--- src/rtl/conv_pkg.sv ---
// conv_pkg: shared state encoding and sizing constants for the 3x3 convolution sequencer
package conv_pkg;
  typedef enum logic [2:0] {IDLE, COL0, COL1, COL2, DONE} state_t;
  localparam int PIX_W     = 8;
  localparam int TAPS      = 9;
  localparam int COL_SUM_W = 16;
  localparam int ACC_W_MIN = 18;
endpackage

--- src/rtl/comp.sv ---
// comp: column-multiplexed 3x3 MAC, sums img*kern over the three rows of column select, modulo 2^16
module comp import conv_pkg::*; (
  input  logic [1:0]           select,
  input  logic [PIX_W-1:0]     img  [TAPS],
  input  logic [PIX_W-1:0]     kern [TAPS],
  output logic [COL_SUM_W-1:0] sum16
);
  logic [3:0]           idx  [3];
  logic [COL_SUM_W-1:0] prod [3];
  for (genvar r = 0; r < 3; r++) begin : g_row
    assign idx[r]  = 4'(3 * r) + {2'b00, select};
    assign prod[r] = (select == 2'd3) ? '0 : img[idx[r]] * kern[idx[r]];
  end
  assign sum16 = prod[0] + prod[1] + prod[2];
endmodule

--- src/rtl/conv3x3_sequencer.sv ---
// conv3x3_sequencer: latches kernel and window, steps comp through columns 0..2 and accumulates the column sums
module conv3x3_sequencer import conv_pkg::*; #(
  parameter int ACC_W = 18
) (
  input  logic                   clk,
  input  logic                   rst_n,
  input  logic                   kernel_load,
  input  logic [TAPS*PIX_W-1:0]  kernel_in,
  output logic                   kernel_ready,
  input  logic                   in_valid,
  output logic                   in_ready,
  input  logic [TAPS*PIX_W-1:0]  window_in,
  output logic                   out_valid,
  input  logic                   out_ready,
  output logic [ACC_W-1:0]       result,
  output logic [15:0]            done_count
);
  if (ACC_W < ACC_W_MIN) begin : g_bad_acc_w
    $error("ACC_W must be at least %0d", ACC_W_MIN);
  end
  state_t               state, state_nxt;
  logic [1:0]           select, select_nxt;
  logic [PIX_W-1:0]     window [TAPS];
  logic [PIX_W-1:0]     kernel [TAPS];
  logic [ACC_W-1:0]     acc;
  logic [COL_SUM_W-1:0] sum16;
  logic                 accept, in_col;
  assign kernel_ready = state == IDLE;
  assign in_ready     = (state == IDLE) && rst_n;
  assign out_valid    = state == DONE;
  assign accept       = in_valid && in_ready;
  assign in_col       = (state == COL0) || (state == COL1) || (state == COL2);
  always_comb begin
    state_nxt  = state;
    state_nxt  = (state == IDLE) ? (accept ? COL0 : IDLE) :
                 (state == COL0) ? COL1 :
                 (state == COL1) ? COL2 :
                 (state == COL2) ? DONE :
                 (out_ready ? IDLE : DONE);
    select_nxt = (state_nxt == COL1) ? 2'd1 : (state_nxt == COL2) ? 2'd2 : 2'd0;
  end
  always_ff @(posedge clk) begin
    if (!rst_n) begin
      state      <= IDLE;
      select     <= '0;
      acc        <= '0;
      result     <= '0;
      done_count <= '0;
      window     <= '{default: '0};
      kernel     <= '{default: '0};
    end else begin
      state  <= state_nxt;
      select <= select_nxt;
      if (kernel_load && kernel_ready)
        for (int i = 0; i < TAPS; i++) kernel[i] <= kernel_in[PIX_W*i +: PIX_W];
      if (accept) begin
        for (int i = 0; i < TAPS; i++) window[i] <= window_in[PIX_W*i +: PIX_W];
        acc <= '0;
      end else if (in_col) begin
        acc <= acc + ACC_W'(sum16);
      end
      if (state == COL2) result <= acc + ACC_W'(sum16);
      if (out_valid && out_ready) done_count <= done_count + 16'd1;
    end
  end
  comp u_comp (
    .select (select),
    .img    (window),
    .kern   (kernel),
    .sum16  (sum16)
  );
endmodule

--- config.mk ---
export PLATFORM = sky130hd
export DESIGN_NAME = conv3x3_sequencer
export DESIGN_NICKNAME = d
export VERILOG_FILES = /design/src/rtl/conv_pkg.sv /design/src/rtl/comp.sv /design/src/rtl/conv3x3_sequencer.sv
export SDC_FILE = /design/constraint.sdc
export NUM_CORES = 1
export LEC_CHECK = 0
export CAP_MARGIN = 20
export CELL_PAD_IN_SITES_DETAIL_PLACEMENT = 1
export CELL_PAD_IN_SITES_GLOBAL_PLACEMENT = 2
export CORE_MARGIN = 2
export CORE_UTILIZATION = 35
export CTS_CLUSTER_SIZE = 16
export DETAILED_ROUTE_END_ITERATION = 12
export PLACE_DENSITY = 0.77
export SETUP_SLACK_MARGIN = 0.05
export SYNTH_ARGS = -nofsm -noshare
export SYNTH_HDL_FRONTEND = slang
export SYNTH_SLANG_ARGS = --single-unit
--- constraint.sdc ---
create_clock -name clk -period 12.7 [get_ports clk]
set_input_delay 1.27 -clock clk [delete_from_list [all_inputs] [get_ports clk]]
set_output_delay 1.27 -clock clk [all_outputs]
set_load 0.01 [all_outputs]
==> results.md, run 1 <==
* Yosys top cell by area: dfxtp_1
* Final Setup Violations at 0
* Worst Hold Class: flop to flop
* Most Frequent Cell on Critical Path: fa_1
* Antenna violations before repair at 1
* Worst r2r src: select[1]$_SDFF_PP0_
* IO Count at approximately 190
* Rel. slew slack at 34.7%
* Starting Density at 35.3%
* I/O Buffers at between 150 and 200
* Arrival time of the worst setup path at 10.81 ns
* Worst VDD drop at around 0.08 mV
* First-pass GRT wire length at 82,900 µm
* Largest net degree at the start of global routing at 113
* Grt ovf at 0
* Synth cell types at 67
* Fin cells at 2,759
* Syn Std Cell Area at 16,800 µm²
* CTS resizes at 0
* #FFs+latches synth at 201
* Hold Path Stages at 2
* # hold bufs at CTS at 0
* Core box area at 47,500 µm²
* Setup WS pre-CTS at 2.33 ns
* Reg area at 4030 µm²
* First-pass DRT Iterations at 5
* FILL cells at 5,592
* Post-CTS Repair Setup Buffers at 0
* Tmin final at 10.39 ns
* R2R cell count at 33
* Clock skew at 0.0210 ns
* CP startpoint: select[1]$_SDFF_PP0_
* Crit Path Max Fanout at 35
* Root cell of the clock tree: clkbuf_16
* Die area at 49,800 µm²
* Crit-path max cell delay at 0.77 ns
* Synthesis-to-finish area growth at 19.3%
* Drt first-iter violations at 693
* Hold Worst Slack at 0.455 ns
* Crit start category: flop
* H-Tree Level Count at 1
* Antenna diode count at 0
* Final Hold Viols at 0
* Count leader, synth: nand2_1
* Post-synth EDFFs at 0
* Syn Area/Cell at 8.47 µm²
* Asr flop ratio synth at 0%
* Multi-input logic area at 11,600 µm²
* Area contributors post-synth: dfxtp_1 (24%), fa_1 (15%), ha_1 (11%)
* ANT nets after route at 0
* Vias in the first global route at 14,700
* Drt total wl at around 52,000 µm
* TritonCTS Buffers at 25
* Syn Inst Count at 1,983
* Chip height at 223 µm
* Vias after detailed routing at roughly 14,000
* Worst-Skew Late Latency at 0.54 ns
* TNS Setup at 0 ns
* Sequential-to-total area share from yosys stat at 24.0%
* FP Rows at 80
* Routability cong. at 0.819
* Crit path capture type: flop
* Setup CP Type: flop to flop
* RSZ-0062 raised after global routing: no
* PD cells at about 110 nW/µm²
* Drt drc at 0
* Syn Nets at 2,398
* WP data required at 13.12 ns
* CTS Sinks at 201
* Status: finished clean
* Leak at 8.76 nW
* Placed insts at 2,718
* CTS tree: done
* Area fraction of the dominant cell type after synthesis at between 20% and 30%
* Final worst slack at between 2 and 2.5 ns
* Fmax at ~96 MHz
* Worst-Margin Slew at 0.980 ns
* Period utilisation layout at 81.8%
* Die W at between 200 and 250 µm
* Slowest CP cell: ha_1
* Synth Flop Type: dfxtp_1
* Pins Over Slew Limit at 0
* Clock Tree Buf Depth at 3
* Share of layout cells above drive strength 1 at 7.46%
* Post-DP HPWL at 42,100 µm
* Synth cell count leaders: nand2_1 (361), inv_1 (208), dfxtp_1 (201)
* CTS clk-pin slew, worst paths at 0.07 ns
* GRT Resource Usage Total at 21.1%
* WL/cell at roughly 19 µm
* Fin util at 42.2%
* Yosys warnings at 0
* Nets at around 2,500
* Max Cap Viol at 0
* Worst Min Path Start: kernel[36]$_SDFFE_PN0P_
* Drt via density at 5.06
power by group:
part | switching, mW | leakage [nW] | internal (mW)
Combinational | 0.448 | 6.70 | 0.292
Clock | 0.282 | 0.408 | 0.451
Sequential | 0.0467 | 1.64 | 0.684
routing by layer:
layer | wire, µm | GRT usage (%) | share of wire (%) | vias to the layer above
met5 | 43 | 0 | 0.082 | -
met1 | 24400 | 29.6 | 47 | 6929
met2 | 24600 | 34.7 | 47 | 226
li1 | - | - | - | 6770
met3 | 2350 | 3.03 | 4.5 | 38
met4 | 756 | 3.92 | 1.4 | 2
metrics by stage:
stage / total power [mW] / instance area, µm²
after floorplan: 1.22 / 16800
after global placement: 1.48 / 19200
after detailed placement: 1.49 / 19200
after CTS: 2.23 / 20000
after global routing: 2.34 / 20000
final: 2.20 / 20000
cell families after synthesis:
group                    after synthesis  share of synthesized area (%)
AO/OA/AOI/OAI                        325                           11.6
XOR/XNOR                              76                           3.96
adder cells (fa/ha/maj)              266                           25.4
buffers and inverters                297                           6.99
flip-flops                           201                           24.0
multiplexers                          88                           8.83
AND/OR/NAND/NOR                      730                           19.2
sequential cells by signal (all words and copies together), names as in the netlist:
| register | count |
|---|---|
| kernel | 72 |
| window | 72 |
| acc | 18 |
| result | 18 |
| done_count | 16 |
| state | 3 |
| select | 2 |
layout by cell type, fill, tap and decap left out, types with 16 or more instances in the layout:
master           synthesis  layout
a21o_1                  20      20
a21oi_1                147     147
and2_1                  55      54
buf_4                    6      23
clkbuf_16                0      26
clkdlybuf4s50_1          0     184
dfxtp_1                201     199
fa_1                   125     125
ha_1                   141     141
inv_1                  208     207
mux2i_1                 39      39
mux4_2                  48      48
nand2_1                361     360
nand2b_1                40      40
nand3_1                 16      16
nor2_1                 175     175
nor3_1                  16      16
o21ai_0                 85      85
or2_2                   20      20
xnor2_1                 49      49
xor2_1                  27      27
worst paths after layout:
check / endpoint / slack, ns
min reg2reg: kernel[36]$_SDFFE_PN0P_ / 0.46
min: kernel[36]$_SDFFE_PN0P_ / 0.46
max: acc[17]$_SDFFE_PP0P_ / 2.31
max reg2reg: acc[17]$_SDFFE_PP0P_ / 2.31
area by class of cell:
cell class,instances,share of cell area (%)
tap,615,3.84
timing repair buffer,208,10.1
clock inverter,4,0.381
inverter,209,3.92
clock buffer,37,3.80
sequential,201,20.1
multi-input combinational,1485,57.9
critical path, delay by kind of cell, from the launching register on:
kind | cells | cell delay, ns
AO/OA/AOI/OAI | 9 | 2.25
XOR/XNOR | 2 | 0.32
adder cells (fa/ha/maj) | 9 | 4.30
buffers and inverters | 6 | 1.15
flip-flops | 1 | 0.31
multiplexers | 2 | 0.98
AND/OR/NAND/NOR | 5 | 0.93
(Power assumes the default switching activity.)
==> run 2: changes to the inputs <==
--- a/config.mk
+++ b/config.mk
@@ -9,10 +9,10 @@
 export CELL_PAD_IN_SITES_DETAIL_PLACEMENT = 1
 export CELL_PAD_IN_SITES_GLOBAL_PLACEMENT = 2
 export CORE_MARGIN = 2
-export CORE_UTILIZATION = 35
+export CORE_UTILIZATION = 32
 export CTS_CLUSTER_SIZE = 16
 export DETAILED_ROUTE_END_ITERATION = 12
-export PLACE_DENSITY = 0.77
+export PLACE_DENSITY = 0.74
 export SETUP_SLACK_MARGIN = 0.05
 export SYNTH_ARGS = -nofsm -noshare
 export SYNTH_HDL_FRONTEND = slang
==> constraint.sdc (replaced) <==
create_clock -name clk -period 8.8 [get_ports clk]
set_input_delay 0.88 -clock clk [delete_from_list [all_inputs] [get_ports clk]]
set_output_delay 0.88 -clock clk [all_outputs]
set_load 0.01 [all_outputs]
==> results.md, run 2 (synthesis gave the netlist of run 1 again) <==
* Starting Density at 32.5% (was 35.3%)
* Crit start category: flop (unchanged)
* Routability cong. at 0.840 (was 0.819)
* Switch Pwr at 1.21 mW (was 0.776 mW)
* Die area at 54,300 µm² (was 49,800 µm²)
* Crit path capture type: flop (unchanged)
* Drt first-iter violations at 620 (was 693)
* R2R cell count at 34 (was 33)
* Nets at 2,602 (was 2,545)
* PD cells at 165 nW/µm² (was 110 nW/µm²)
* Vias after detailed routing at 14,200 (was 14,000)
* Clock power frac at 36.0% (was 33.2%)
* Sw Share at 34.4% (was 35.2%)
* Worst-Margin Slew at 1.02 ns (was 0.980 ns)
* Die W at 233 µm (was 223 µm)
* Status: finished clean (unchanged)
* First-pass GRT wire length at 84,800 µm (was 82,900 µm)
* Grt ovf at 0 (unchanged)
* Rel. slew slack at 32.1% (was 34.7%)
* TritonCTS Buffers at 25 (unchanged)
* H-Tree Level Count at 1 (unchanged)
* GRT Resource Usage Total at 19.9% (was 21.1%)
* Worst-Skew Late Latency at 0.57 ns (was 0.54 ns)
* Antenna diode count at 0 (unchanged)
* Share of layout cells above drive strength 1 at 12.4% (was 7.46%)
* Tmin final at 8.53 ns (was 10.39 ns)
* Crit-path max cell delay at 0.57 ns (was 0.77 ns)
* WP data required at 9.30 ns (was 13.12 ns)
* Core box area at 51,600 µm² (was 47,500 µm²)
* Synthesis-to-finish area growth at 26.6% (was 19.3%)
* Worst Hold Class: flop to flop (unchanged)
* RSZ-0062 raised after global routing: yes (was no)
* CTS clk-pin slew, worst paths at 0.06 ns (was 0.07 ns)
* Most Frequent Cell on Critical Path: fa_1 (unchanged)
* Crit Path Max Fanout at 11 (was 35)
* Chip height at 233 µm (was 223 µm)
* Final Setup Violations at 0 (unchanged)
* Most common cell after layout, fill and taps aside: nand2_1 (unchanged)
* Placed cell areas at 19,700 µm² (was 19,200 µm²)
* Worst Min Path Start: result[1]$_SDFFE_PN0P_ (was kernel[36]$_SDFFE_PN0P_)
* Drt total wl at 54,900 µm (was 52,200 µm)
* Arrival time of the worst setup path at 9.03 ns (was 10.81 ns)
* Pins Over Slew Limit at 0 (unchanged)
* Final worst slack at 0.266 ns (was 2.31 ns)
* Setup CP Type: flop to flop (unchanged)
* Worst r2r src: select[0]$_SDFF_PN0_ (was select[1]$_SDFF_PP0_)
* Largest net degree at the start of global routing at 93 (was 113)
* Worst VDD drop at 0.126 mV (was 0.0807 mV)
* Leak at 9.15 nW (was 8.76 nW)
* WL/cell at 19.0 µm (was 18.9 µm)
* Worst r2r dst: result[17]$_SDFFE_PN0P_ (was acc[17]$_SDFFE_PP0P_)
* Antenna violations before repair at 1 (unchanged)
* Vias in the first global route at 15,200 (was 14,700)
* Combinational power share at 34.1% (was 33.6%)
* Seq pwr share at 29.9% (was 33.2%)
* FP Rows at 83 (was 80)
* Clock skew at 0.0138 ns (was 0.0210 ns)
* Root cell of the clock tree: clkbuf_16 (unchanged)
* Period utilisation layout at 97.0% (was 81.8%)
* First-pass DRT Iterations at 4 (was 5)
* # hold bufs at CTS at 0 (unchanged)
* I/O Buffers at 185 (unchanged)
* Hold Path Stages at 2 (unchanged)
* Fmax at 117 MHz (was 96.3 MHz)
* Drt drc at 0 (unchanged)
* CP Buf/Inv Count at 7 (was 6)
* CTS Sinks at 201 (unchanged)
* Drt via density at 4.91 (was 5.06)
* IO Count at 186 (unchanged)
* Slowest CP cell: fa_1 (was ha_1)
* Placed insts at 2,818 (was 2,718)
* Reg-to-reg slack, setup at 0.27 ns (was 2.31 ns)
* ANT nets after route at 0 (unchanged)
* Fin cells at 2,886 (was 2,759)
* Top delay family on crit path: adder cells (unchanged)
* Final Hold Viols at 0 (unchanged)
* Post-DP HPWL at 42,900 µm (was 42,100 µm)
* Largest registers: kernel (72), window (72) (unchanged)
* Commonest non-fill, non-tap cells in the layout: nand2_1 (359), inv_1 (204), dfxtp_1 (199) (was nand2_1 (360), inv_1 (207), dfxtp_1 (199))
* CTS tree: done (unchanged)
* Hold Crit Endpoint: result[1]$_SDFFE_PN0P_ (was kernel[36]$_SDFFE_PN0P_)
* Setup WS pre-CTS at -0.0639 ns (was 2.33 ns)
* Max Cap Viol at 0 (unchanged)
* Internal power at 2.31 mW (was 1.43 mW)
* Clock Tree Buf Depth at 3 (unchanged)
* Design area at 21,300 µm² (was 20,000 µm²)
## run 2: stage by stage
| stage | TNS (ns) | power [mW] | hold slack, ns | util, % |
|---|---|---|---|---|
| after floorplan | 0 | 1.78 | 0.433 | - |
| after global placement | 0 | 2.18 | 0.444 | 38.2 |
| after detailed placement | -0.0639 | 2.21 | 0.452 | 38.2 |
| after CTS | 0 | 3.49 | 0.461 | 40.3 |
| after global routing | -0.00800 | 3.71 | 0.471 | 41.2 |
| final | 0 | 3.51 | 0.455 | 41.2 |
## run 2: repair_timing
item	4_1_cts	5_1_grt
setup buffers	2	16
gates resized for setup	2	53
pin swaps	3	30
setup endpoints to repair	2	12
cloned	1	3
## run 2: area by class of cell
class	count	area, µm²
Multi-Input combinational cell	1485	12000
Fill cell	6021	30400
Inverter	209	788
Clock inverter	14	290
Timing Repair Buffer	265	2610
Sequential cell	201	4030
Tap cell	680	851
Clock buffer	32	712
## run 2: per-layer routing
metal	track usage (%)	share of wire, %
met5	0	0
met4	4.70	2.4
met1	27.7	47
met3	2.64	3.0
met2	32.7	47
## run 2: power groups by stage
| stage | combinational, mW | clock (mW) | sequential [mW] |
|---|---|---|---|
| finish | 1.20 | 1.26 | 1.05 |
| global route | 1.33 | 1.33 | 1.06 |
| CTS | 1.15 | 1.29 | 1.05 |
| detailed placement | 1.14 | 0 | 1.07 |
| global placement | 1.12 | 0 | 1.07 |
| floorplan | 0.745 | 0 | 1.04 |
## run 2: how the worst max path moves through the flow
stage                                         end                 start  depth (start not counted)
after floorplan              acc[17]$_SDFFE_PP0P_  select[1]$_SDFF_PP0_                         40
after global placement       acc[17]$_SDFFE_PP0P_  select[0]$_SDFF_PN0_                         37
after detailed placement     acc[17]$_SDFFE_PP0P_  select[0]$_SDFF_PN0_                         35
after CTS                    acc[17]$_SDFFE_PP0P_  select[0]$_SDFF_PN0_                         37
after global routing         acc[17]$_SDFFE_PP0P_  select[1]$_SDFF_PP0_                         38
final                     result[17]$_SDFFE_PN0P_  select[0]$_SDFF_PN0_                         34
## run 2: tightest hold or removal path: cells and delay by family, from the launching register on
kind	cells	cell delay [ns]
compound gates	1	0.05
flops	1	0.30
simple gates	1	0.05
==> run 3: changes to the inputs <==
--- a/config.mk
+++ b/config.mk
@@ -10,6 +10,7 @@
 export CELL_PAD_IN_SITES_GLOBAL_PLACEMENT = 2
 export CORE_MARGIN = 2
 export CORE_UTILIZATION = 32
+export CTS_CLUSTER_DIAMETER = 50
 export CTS_CLUSTER_SIZE = 16
 export DETAILED_ROUTE_END_ITERATION = 12
 export PLACE_DENSITY = 0.74
==> constraint.sdc (replaced) <==
create_clock -name clk -period 7.6 [get_ports clk]
set_input_delay 0.76 -clock clk [delete_from_list [all_inputs] [get_ports clk]]
set_output_delay 0.76 -clock clk [all_outputs]
set_load 0.01 [all_outputs]
==> results.md, run 3 (synthesis gave the netlist of run 1 again) <==
* RSZ-0062 raised after global routing: yes (unchanged)
* Fmax at 120 MHz (was 117 MHz)
* Core box area at 51,600 µm² (unchanged)
* First-pass DRT Iterations at 6 (was 4)
* Drt via density at 4.80 (was 4.91)
* Vias in the first global route at 16,200 (was 15,200)
* Chip height at 233 µm (unchanged)
* Antenna violations before repair at 0 (was 1)
* CTS tree: done (unchanged)
* IO Count at 186 (unchanged)
* Worst-Skew Late Latency at 0.58 ns (was 0.57 ns)
* WP data required at 8.04 ns (was 9.30 ns)
* CTS Sinks at 201 (unchanged)
* Max Cap Viol at 0 (unchanged)
* Drt drc at 0 (unchanged)
* FP Rows at 83 (unchanged)
* Final Setup Violations at 16 (was 0)
* Final worst slack at -0.702 ns (was 0.266 ns)
* Drt first-iter violations at 637 (was 620)
* Status: finished, violations left (was finished clean)
* Worst-Margin Slew at 0.933 ns (was 1.02 ns)
* Most common cell after layout, fill and taps aside: nand2_1 (unchanged)
* Total Power at 4.31 mW (was 3.51 mW)
* Setup CP Type: flop to flop (unchanged)
* I/O Buffers at 185 (unchanged)
* Pins Over Slew Limit at 0 (unchanged)
* Post-DP HPWL at 45,100 µm (was 42,900 µm)
* Placed insts at 3,004 (was 2,818)
* Most Frequent Cell on Critical Path: fa_1 (unchanged)
* TNS Setup at -6.23 ns (was 0 ns)
* Crit path capture type: flop (unchanged)
* ANT nets after route at 0 (unchanged)
* Grt ovf at 0 (unchanged)
* Slowest CP cell: mux4_2 (was fa_1)
* H-Tree Level Count at 1 (unchanged)
* Share of layout cells above drive strength 1 at 21.5% (was 12.4%)
* First-pass GRT wire length at 88,000 µm (was 84,800 µm)
* Arrival time of the worst setup path at 8.74 ns (was 9.03 ns)
* WL/cell at 17.9 µm (was 19.0 µm)
* Fin cells at 3,082 (was 2,886)
* Routability cong. at 0.843 (was 0.840)
* Leak at 10.1 nW (was 9.15 nW)
* Largest registers: kernel (72), window (72) (unchanged)
* Clock skew at 0.0222 ns (was 0.0138 ns)
* Nets at 2,794 (was 2,602)
* Setup WS pre-CTS at -0.953 ns (was -0.0639 ns)
* PD cells at 188 nW/µm² (was 165 nW/µm²)
* Fin util at 44.4% (was 41.2%)
* Largest net degree at the start of global routing at 107 (was 93)
* # hold bufs at CTS at 0 (unchanged)
* GRT Resource Usage Total at 20.4% (was 19.9%)
* Die area at 54,300 µm² (unchanged)
* Rel. slew slack at 37.8% (was 32.1%)
* Antenna diode count at 0 (unchanged)
* Worst VDD drop at 0.164 mV (was 0.126 mV)
* Clock Tree Buf Depth at 3 (unchanged)
* Vias after detailed routing at 14,800 (was 14,200)
* Crit-path max cell delay at 0.57 ns (about the same)
* Crit Path Max Fanout at 4 (was 11)
* Die W at 233 µm (unchanged)
* Synthesis-to-finish area growth at 36.4% (was 26.6%)
* Drt total wl at 55,200 µm (was 54,900 µm)
* Root cell of the clock tree: clkbuf_16 (unchanged)
* TritonCTS Buffers at 29 (was 25)
* Commonest non-fill, non-tap cells in the layout: nand2_1 (359), buf_4 (254), inv_1 (200) (was nand2_1 (359), inv_1 (204), dfxtp_1 (199))
* Final Hold Viols at 0 (unchanged)
* Tmin final at 8.30 ns (was 8.53 ns)
* Failing checks: setup timing
* Period utilisation layout at 109% (was 97.0%)
* Starting Density at 32.5% (unchanged)
* Worst Hold Class: flop to flop (unchanged)
* Crit start category: flop (unchanged)
* CTS clk-pin slew, worst paths at 0.07 ns (was 0.06 ns)
[run 3: per-layer routing]
| metal | up-vias | track usage [%] | routed length (µm) | part of all wire, % |
|---|---|---|---|---|
| met3 | 52 | 2.12 | 1550 | 2.8 |
| met2 | 193 | 35.4 | 26800 | 49 |
| met1 | 7251 | 27.5 | 25900 | 47 |
| met5 | - | 0 | 0 | 0 |
| li1 | 7289 | - | - | - |
| met4 | 0 | 3.94 | 902 | 1.6 |
[run 3: final cells by class]
class | instances | area (µm²)
clock buffer | 30 | 739
clock inverter | 24 | 285
fill | 6051 | 28700
inverter | 209 | 788
multi-input combinational | 1485 | 12300
sequential | 201 | 4030
tap | 680 | 851
timing repair buffer | 453 | 3960
[run 3: timing repair]
action / CTS / global route
cloned: 0 / 0
resized for setup: 53 / 31
setup endpoints to repair: 18 / 19
pin swaps: 47 / 33
setup buffers: 20 / 5
[run 3: worst max-delay path: cells and delay by family (launching register included)]
family / cells / cell delay [ns]
buffers and inverters: 6 / 0.46
AND/OR/NAND/NOR: 4 / 0.84
AO/OA/AOI/OAI: 8 / 1.38
multiplexers: 2 / 0.84
adder cells (fa/ha/maj): 9 / 3.54
flip-flops: 1 / 0.38
XOR/XNOR: 4 / 0.71
[run 3: where the power goes]
group          switching [mW]  total (mW)  leakage, nW  internal [mW]
Combinational           0.873        1.68         7.96          0.803
Sequential             0.0720        1.21         1.65           1.14
Clock                   0.601        1.41        0.499          0.814
[run 3: through the flow]
step / hold slack (ns) / instance area (µm²)
after floorplan: 0.433 / 17200
after global placement: 0.443 / 21300
after detailed placement: 0.448 / 21300
after CTS: 0.459 / 22700
after global routing: 0.479 / 22900
final: 0.456 / 22900
[run 3: worst paths after layout]
kind	startpoint	end	slack (ns)	depth (start not counted)
worst max register to register	select[1]$_SDFF_PP0_	result[17]$_SDFFE_PN0P_	-0.70	33
worst min register to register	kernel[29]$_SDFFE_PN0P_	kernel[29]$_SDFFE_PN0P_	0.46	2
worst min-delay path	kernel[29]$_SDFFE_PN0P_	kernel[29]$_SDFFE_PN0P_	0.46	2
worst max-delay path	select[1]$_SDFF_PP0_	result[17]$_SDFFE_PN0P_	-0.70	33
